[src/rtl/barrett_reduction.sv]
// barrett_reduction: pipelined Barrett reducer, R = C mod Q.
// Input capture, quotient estimate, remainder, two conditional subtracts.
module barrett_reduction #(
  parameter int unsigned Q  = 32'd8380417,
  parameter int unsigned K  = 32'd64,
  parameter logic [41:0] MU = 42'((65'd1 << K) / 65'(Q))
) (
  input  logic        clk,
  input  logic        rst_n,
  input  logic [63:0] C,
  output logic [31:0] R
);

  localparam logic [24:0] Q25 = 25'(Q);

  logic [63:0] c0;
  logic [41:0] qhat1;
  logic [24:0] c1;
  logic [24:0] r2;
  logic [22:0] r3;

  logic [41:0] qhat_d;
  logic [24:0] r_d;
  logic [24:0] s1;
  logic [24:0] s2;

  // Quotient estimate: top bits of C * MU.
  assign qhat_d = 42'((106'(c0) * 106'(MU)) >> K);

  // Remainder is below 3Q, so only the low 25 bits matter.
  assign r_d = c1 - 25'(67'(qhat1) * 67'(Q));

  // Two conditional subtractions bring r into [0, Q-1].
  always_comb begin
    s1 = r2;
    if (r2 >= Q25) s1 = r2 - Q25;
    s2 = s1;
    if (s1 >= Q25) s2 = s1 - Q25;
  end

  // Capture the raw operand.
  always_ff @(posedge clk or negedge rst_n) begin
    if (!rst_n) c0 <= '0;
    else        c0 <= C;
  end

  // Register the quotient estimate and the low operand bits.
  always_ff @(posedge clk or negedge rst_n) begin
    if (!rst_n) begin
      qhat1 <= '0;
      c1    <= '0;
    end else begin
      qhat1 <= qhat_d;
      c1    <= c0[24:0];
    end
  end

  // Register the unreduced remainder.
  always_ff @(posedge clk or negedge rst_n) begin
    if (!rst_n) r2 <= '0;
    else        r2 <= r_d;
  end

  // Register the canonical result.
  always_ff @(posedge clk or negedge rst_n) begin
    if (!rst_n) r3 <= '0;
    else        r3 <= 23'(s2);
  end

  assign R = {9'b0, r3};

endmodule

[config.mk]
export PLATFORM = sky130hd
export DESIGN_NAME = barrett_reduction
export DESIGN_NICKNAME = d
export VERILOG_FILES = /design/src/rtl/barrett_reduction.sv
export SDC_FILE = /design/constraint.sdc
export NUM_CORES = 1
export LEC_CHECK = 0
export BUFFER_PORTS_ARGS = -buffer_cell sky130_fd_sc_hd__buf_2
export CAP_MARGIN = 25
export CELL_PAD_IN_SITES_DETAIL_PLACEMENT = 1
export CELL_PAD_IN_SITES_GLOBAL_PLACEMENT = 1
export CORE_MARGIN = 2
export CORE_UTILIZATION = 50
export CTS_CLUSTER_DIAMETER = 100
export DETAILED_ROUTE_END_ITERATION = 7
export PLACE_DENSITY = 0.92
export SETUP_SLACK_MARGIN = 0.3
export SLEW_MARGIN = 5
export SYNTH_ARGS = -nofsm -noshare
export SYNTH_HDL_FRONTEND = slang
export SYNTH_SLANG_ARGS = --single-unit
[constraint.sdc]
create_clock -name clk -period 6.4 [get_ports clk]
set_input_delay 0.64 -clock clk [delete_from_list [all_inputs] [get_ports clk]]
set_output_delay 0.64 -clock clk [all_outputs]
set_load 0.02 [all_outputs]
==> results of run 1 <==
==> repair_timing <==
action	4_1_cts
resized for setup	184
pin swaps	67
buffers inserted	58
hold buffers	0
setup endpoints to repair	25
==> logic make-up after synthesis <==
logic type	Yosys count	share of synthesized area, %
AO/OA/AOI/OAI	294	7.04
other	1	0.0137
adder cells (fa/ha/maj)	1043	57.9
multiplexers	5	0.205
AND/OR/NAND/NOR	299	5.80
buffers and inverters	731	10.2
XOR/XNOR	126	4.02
flip-flops	162	14.8
==> Yosys cell counts (4+ instances only) <==
library cell	number	share of area, %
inv_1	708	9.7
ha_1	665	30
fa_1	378	28
dfrtp_1	162	15
a21oi_1	97	1.8
xnor2_1	80	2.6
nand2_1	67	0.92
nor2_1	60	0.82
o21ai_0	47	0.86
xor2_1	46	1.5
a21o_1	45	1.2
nand3_1	23	0.42
nand4_1	23	0.52
and2_1	21	0.48
nor3_1	19	0.35
and3_1	16	0.37
o21bai_1	15	0.41
nor2b_1	12	0.27
o211ai_1	12	0.33
a211oi_1	11	0.30
nand2b_1	11	0.25
and4_1	10	0.32
buf_4	10	0.27
clkbuf_1	7	0.096
or2_2	7	0.16
a31oi_1	6	0.14
nor4_1	6	0.14
buf_2	5	0.091
o221ai_1	5	0.16
o31ai_1	5	0.14
a221oi_1	4	0.13
o2111ai_1	4	0.13
o22ai_1	4	0.091
or3_1	4	0.091
or4_1	4	0.11
==> through the flow <==
stage / hold WS [ps] / setup WS, ps / cell area, sq um / TNS, ps / instances
floorplan: 344 / 571 / 27500 / 0 / 2669
global placement: 467 / 3.68 / 29600 / 0 / 3550
detailed placement: 472 / -332 / 29600 / -2850 / 3550
CTS: 181 / 227 / 31500 / 0 / 3640
==> layer usage <==
layer,overflow,global-route usage [%]
met2,35,89.0
met1,2,69.4
met5,0,33.2
met3,2,63.5
met4,20,75.8
==> impl_metrics.tcl, run 1 <==
set metrics [dict create \
    hpwl_um 80100 \
    die_h_um 238 \
    yosysUniqueCellTypes 76 \
    ys.flop_type "dfrtp_1" \
    htreeDepth 4 \
    overflow 59 \
    die_w_um 238 \
    grt_max_degree 70 \
    cts_root_buffer "clkbuf_16" \
    cts.path.max_buffers 2 \
    worstEndpointType "sequential cell input" \
    crit_endpoint "qhat1[24]$_DFF_PN0_/D" \
    num_rows 85 \
    yosysWarnings 0 \
    outcome "stopped before the end" \
    netlist_area_sq_um 27400 \
    cts_made_buffers 17 \
    cts.sinks 162 \
    synth_seq_cells 162 \
    avgSynthCellArea_sq_um 10.3 \
    synthArstFlopShare_pct 100 \
    synth_cells 2661 \
    grt_util_all_layers_pct 73.5 \
    portBuffers 88 \
    error_line "[ERROR GRT-0232] Routing congestion too high. Check the congestion heatmap in the GUI." \
    synth_edf_count 0 \
    routabilityCongestion 0.965 \
    antenna_found_initial 37 \
    stop_stage "global routing (5_1_grt)" \
    synth-seq-area-share_pct 14.8 \
    start_util_pct 50.8 \
    io_pins 98 \
]
==> run 2, diff against run 1 <==
==> config.mk (replaced) <==
export PLATFORM = sky130hd
export DESIGN_NAME = barrett_reduction
export DESIGN_NICKNAME = d
export VERILOG_FILES = /design/src/rtl/barrett_reduction.sv
export SDC_FILE = /design/constraint.sdc
export NUM_CORES = 1
export LEC_CHECK = 0
export BUFFER_PORTS_ARGS = -buffer_cell sky130_fd_sc_hd__buf_2
export CAP_MARGIN = 25
export CORE_MARGIN = 2
export CORE_UTILIZATION = 35
export DETAILED_ROUTE_END_ITERATION = 7
export PLACE_DENSITY_LB_ADDON = 0.15
export SLEW_MARGIN = 5
export SYNTH_ARGS = -nofsm -noshare
export SYNTH_HDL_FRONTEND = slang
export SYNTH_SLANG_ARGS = --single-unit
==> run 2 against run 1 <==
  * The flow now finishes without violations
  * Area after synthesis unchanged
  * Synthesized cell count unchanged
==> impl_metrics.tcl, run 2 <==
set metrics [dict create \
    reg2reg_slack_ps 250 \
    antenna_found_initial 5 \
    min_period_ps 6150 \
    overflow 0 \
    cts_root_buffer "clkbuf_16" \
    setup_viol 0 \
    hold_path.class "in -> async" \
    synthToLayoutAreaGrowth_pct 14.0 \
    routabilityCongestion 0.879 \
    yosysMostFrequentCell "inv_1" \
    htreeDepth 4 \
    clk_pin_slew_ps 80 \
    drt_iter0_drc 808 \
    core_area_sq_um 77500 \
    cp_max_fo 6 \
    grt_pass1_wl_um 122000 \
    preCtsSetupSlack_ps -253 \
    yosysTopAreaCell "ha_1" \
    cp_slowest_stage_delay_ps 590 \
    path_buf_inv 6 \
    cpMaxStageDelayCell "fa_1" \
    largest_register_ffs 64 \
    maxCapViolCount 0 \
    outcome "completed" \
    fin_ws_ps 250 \
    worstReg2RegStart "c0[33]" \
    final_layout_size_suffix_gt1_share_pct 12.4 \
    final_cell_mix "inv_1, ha_1, fa_1" \
    wl_um 76900 \
    r2r-end "qhat1[11]" \
    die_w_um 284 \
    drt-vias-per-instance 4.70 \
    hold_viol 0 \
    startpoint "c0[33]" \
    slew_violations 0 \
    cts.path.max_buffers 2 \
    synth_cells 2661 \
    tightest_slew_ps 996 \
    grt_pass1_vias 20812 \
    antennaDiodeCount 0 \
    grt_util_all_layers_pct 20.1 \
    crit_chain "buf_12, ha_1, xor2_2, ha_1, ha_1, fa_2, fa_1, inv_1, fa_1, inv_1, ha_1, buf_4, a21o_1, a21o_1, a21oi_1, nand4_1, a2111oi_2, buf_4, o31ai_1, buf_4, a41o_1, nor2_1, o21ai_1, xor2_1" \
    nNetsFinal 4050 \
    crit_top_cell "ha_1" \
    io_pins 98 \
    hold_slack_ps 149 \
    final_common_cell "inv_1" \
    cts_made_buffers 17 \
    skew_ps 18.5 \
    die_area_sq_um 80600 \
    rr_worst_depth 24 \
    yosysWarnings 0 \
    die_h_um 284 \
    synth-seq-area-share_pct 14.8 \
    grt_max_degree 62 \
    post-route-period-util_pct 96.1 \
    cts.sinks 162 \
    ys.flop_type "dfrtp_1" \
    clock_latency_ps 510 \
    hpwl_um 68400 \
    drcViolationCount 0 \
    cp_data_required_time_ps 6770 \
    critPathKind "reg -> reg" \
    vias 18789 \
    critical-path-top-delay-family "adder cells" \
    fin_util_pct 40.4 \
    synth_seq_cells 162 \
    end_kind "flop" \
    yosysUniqueCellTypes 76 \
    drtAntennaViolNets 0 \
    synth_commonest_cells "inv_1, ha_1, fa_1, dfrtp_1, a21oi_1" \
    cp.arrival_ps 6520 \
    fmax_mhz 163 \
    num_rows 102 \
    top_register "c0" \
    yosysTopAreaCellShare_pct 30.3 \
    synthArstFlopShare_pct 100 \
    first_pass_iters 5 \
    synthTopCellsByArea "ha_1, fa_1, dfrtp_1, inv_1, xnor2_1" \
    netlist_area_sq_um 27400 \
    synth_edf_count 0 \
    wl_per_cell_um 19.2 \
    slew_headroom_pct 33.4 \
    start_util_pct 35.4 \
    cts_tree "yes" \
    portBuffers 88 \
    avgSynthCellArea_sq_um 10.3 \
    startpoint_type "flop" \
]
==> run 2: cell counts after synthesis <==
No cell type changed its count.
==> run 2: worst max path at each step <==
| stage | end | slack (ps) | cells after the start |
|---|---|---|---|
| global placement | qhat1[24] | -370 | 23 |
| floorplan | qhat1[17] | 570 | 20 |
| CTS | qhat1[16] | 30 | 23 |
| detailed placement | qhat1[24] | -250 | 23 |
| finish | qhat1[11] | 250 | 24 |
| global route | qhat1[17] | -20 | 25 |
==> run 2: per-layer routing <==
layer | GRT usage (%) | up-vias | routed length, um
met5 | 0 | - | 0
met4 | 4.62 | 0 | 1440
met2 | 36.4 | 201 | 39500
li1 | - | 9085 | -
met3 | 2.02 | 56 | 1610
met1 | 25.7 | 9447 | 34300
==> run 2: layout make-up <==
class	count	area, sq um
multi-input combinational	1776	20700
clock inverter	14	154
timing repair buffer	276	1910
clock buffer	18	439
inverter	708	2670
tap	1040	1300
sequential	162	4070
fill	7650	46200
==> run 2: logic make-up (layout without fill, tap and decap cells) <==
family                     count (synthesis)  in the layout  synth area share [%]
DFF                                      162            162                  14.8
and+or+nand+nor                          299            299                  5.80
adders and majority gates               1043           1043                  57.9
muxes                                      5              5                 0.205
other                                      1              9                0.0137
AOI/OAI and AO/OA                        294            294                  7.04
buffers and inverters                    731           1016                  10.2
xor gates and xnor gates                 126            126                  4.02
==> run 2: worst reg2reg max path: stages (launching register included) <==
cell and delay, ps:
dfrtp_1 400, buf_12 150, ha_1 350, xor2_2 200, ha_1 300, ha_1 310, fa_2 460, fa_1 570
inv_1 70, fa_1 590, inv_1 60, ha_1 220, buf_4 140, a21o_1 160, a21o_1 180, a21oi_1 230
nand4_1 210, a2111oi_2 330, buf_4 200, o31ai_1 70, buf_4 170, a41o_1 260, nor2_1 150, o21ai_1 100
xor2_1 150
==> run 2: per-stage QoR <==
step,instance area (sq um),std cells,TNS [ps]
global route,31300,3994,-34.7
detailed placement,30500,3954,-1660
global placement,30500,3954,-2560
CTS,31100,3986,0
finish,31300,3994,0
floorplan,27500,2669,0
==> run 2: timing repair <==
action | 4_1_cts | 5_1_grt
endpoints found under the hold margin | 0 | 0
resized for setup | 6 | 40
setup endpoints to repair | 18 | 18
buffers inserted | 0 | 8
pin swaps | 0 | 15
hold buffers | 0 | 0
Power of run 2 is left out: the tool's default activity adds up to more than one toggle a clock period on the data nets, which glitch-free logic cannot reach.
==> run 3, diff against run 2 <==
--- a/config.mk
+++ b/config.mk
@@ -10,7 +10,6 @@
 export CORE_MARGIN = 2
 export CORE_UTILIZATION = 35
 export DETAILED_ROUTE_END_ITERATION = 7
-export PLACE_DENSITY_LB_ADDON = 0.15
 export SLEW_MARGIN = 5
 export SYNTH_ARGS = -nofsm -noshare
 export SYNTH_HDL_FRONTEND = slang
==> run 3 against run 2 <==
  * Critical endpoint is now qhat1[24]
  * Die area unchanged
  * Non-clock buffer count fell by 101
  * Final cell count shrank 2.5%
  * Sequential cell count is the same
==> impl_metrics.tcl, run 3 (same netlist as run 2, synthesis figures left out) <==
set metrics [dict create \
    final_cell_mix "inv_1, ha_1, fa_1" \
    cp_slowest_stage_delay_ps 580 \
    grt_pass1_wl_um 111000 \
    critPathKind "reg -> reg" \
    outcome "completed" \
    maxCapViolCount 0 \
    clock_latency_ps 510 \
    cp_max_fo 6 \
    hpwl_um 61000 \
    start_util_pct 35.4 \
    nNetsFinal 3949 \
    drcViolationCount 0 \
    largest_register_ffs 64 \
    drt-vias-per-instance 4.70 \
    cpMaxStageDelayCell "fa_1" \
    tightest_slew_ps 977 \
    cts_root_buffer "clkbuf_16" \
    clk_pin_slew_ps 80 \
    hold_slack_ps 207 \
    htreeDepth 4 \
    post-route-period-util_pct 95.9 \
    synthToLayoutAreaGrowth_pct 10.7 \
    cts.sinks 162 \
    hold_viol 0 \
    cts_tree "yes" \
    drtAntennaViolNets 0 \
    cp.arrival_ps 6510 \
    hold_path.class "in -> async" \
    skew_ps 37.1 \
    cp_data_required_time_ps 6770 \
    startpoint_type "flop" \
    slew_violations 0 \
    final_layout_size_suffix_gt1_share_pct 8.80 \
    wl_per_cell_um 18.0 \
    num_rows 102 \
    grt_pass1_vias 19413 \
    portBuffers 88 \
    die_w_um 284 \
    overflow 0 \
    drt_iter0_drc 835 \
    crit_chain "inv_1, fa_1, inv_1, fa_1, fa_1, fa_1, inv_1, fa_1, inv_1, ha_1, and4_1, and3_1, inv_1, o22ai_2, buf_4, nor3_2, a211oi_1, nor2_1, buf_4, o21bai_1, mux2i_1, nand4_1" \
    antennaDiodeCount 0 \
    top_register "c0" \
    cts.path.max_buffers 2 \
    critical-path-top-delay-family "adder cells" \
    io_pins 98 \
    end_kind "flop" \
    fmax_mhz 163 \
    die_area_sq_um 80600 \
    grt_max_degree 80 \
    core_area_sq_um 77500 \
    rsz0062_at_grt "false" \
    cts_made_buffers 17 \
    grt_util_all_layers_pct 18.1 \
    setup_viol 0 \
    routabilityCongestion 0.939 \
    vias 18315 \
    final_common_cell "inv_1" \
    path_buf_inv 7 \
    postCtsHoldBufs 0 \
    slew_headroom_pct 34.7 \
    wl_um 70100 \
    antenna_found_initial 0 \
    first_pass_iters 5 \
    die_h_um 284 \
    min_period_ps 6140 \
]
[run 3: path summary, 6_finish.rpt]
path                       slack [ps]   endpoint  depth (start not counted)  startpoint
max                               260  qhat1[24]                         22      c0[39]
min                               210     r3[21]                          1       rst_n
max reg2reg                       260  qhat1[24]                         22      c0[39]
min reg2reg                       500      r2[0]                          1       c1[0]
max in group asynchronous        5050     c0[16]                          2       rst_n
min in group clk                  230     c0[25]                          1       C[25]
[run 3: what timing repair did]
item,CTS,global route
setup buffers,0,1
pin swaps,0,0
gates resized for setup,2,18
endpoints found under the hold margin,0,0
setup endpoints to repair,1,18
[run 3: layout make-up]
cell class                      count  area (sq um)
Clock buffer                       17           425
Clock inverter                     15           126
Fill cell                        7658         47100
Inverter                          708          2660
Multi-Input combinational cell   1776         20600
Sequential cell                   162          4070
Tap cell                         1040          1300
Timing Repair Buffer              175          1140
[run 3: through the flow]
stage                     setup WS (ps)  std cells  utilization (%)  cell area, sq um  setup TNS [ps]
after floorplan                     571       2669                -             27500               0
after global placement             18.5       3860             38.4             29700               0
after detailed placement          -21.4       3860             38.4             29700           -21.4
after CTS                          66.1       3892             39.1             30300               0
after global routing               3.10       3893             39.2             30400               0
final                               262       3893             39.2             30400               0
[run 3: routing by layer]
| metal | vias up | global-route usage (%) | share of wire, % | routed length (um) |
|---|---|---|---|---|
| li1 | 8864 | - | - | - |
| met1 | 9050 | 23.1 | 44 | 31200 |
| met2 | 310 | 31.9 | 49 | 34600 |
| met3 | 91 | 2.01 | 3.1 | 2160 |
| met4 | 0 | 5.93 | 3.1 | 2160 |
| met5 | - | 0 | 0 | 0 |
Power of run 3 is left out for the same reason.
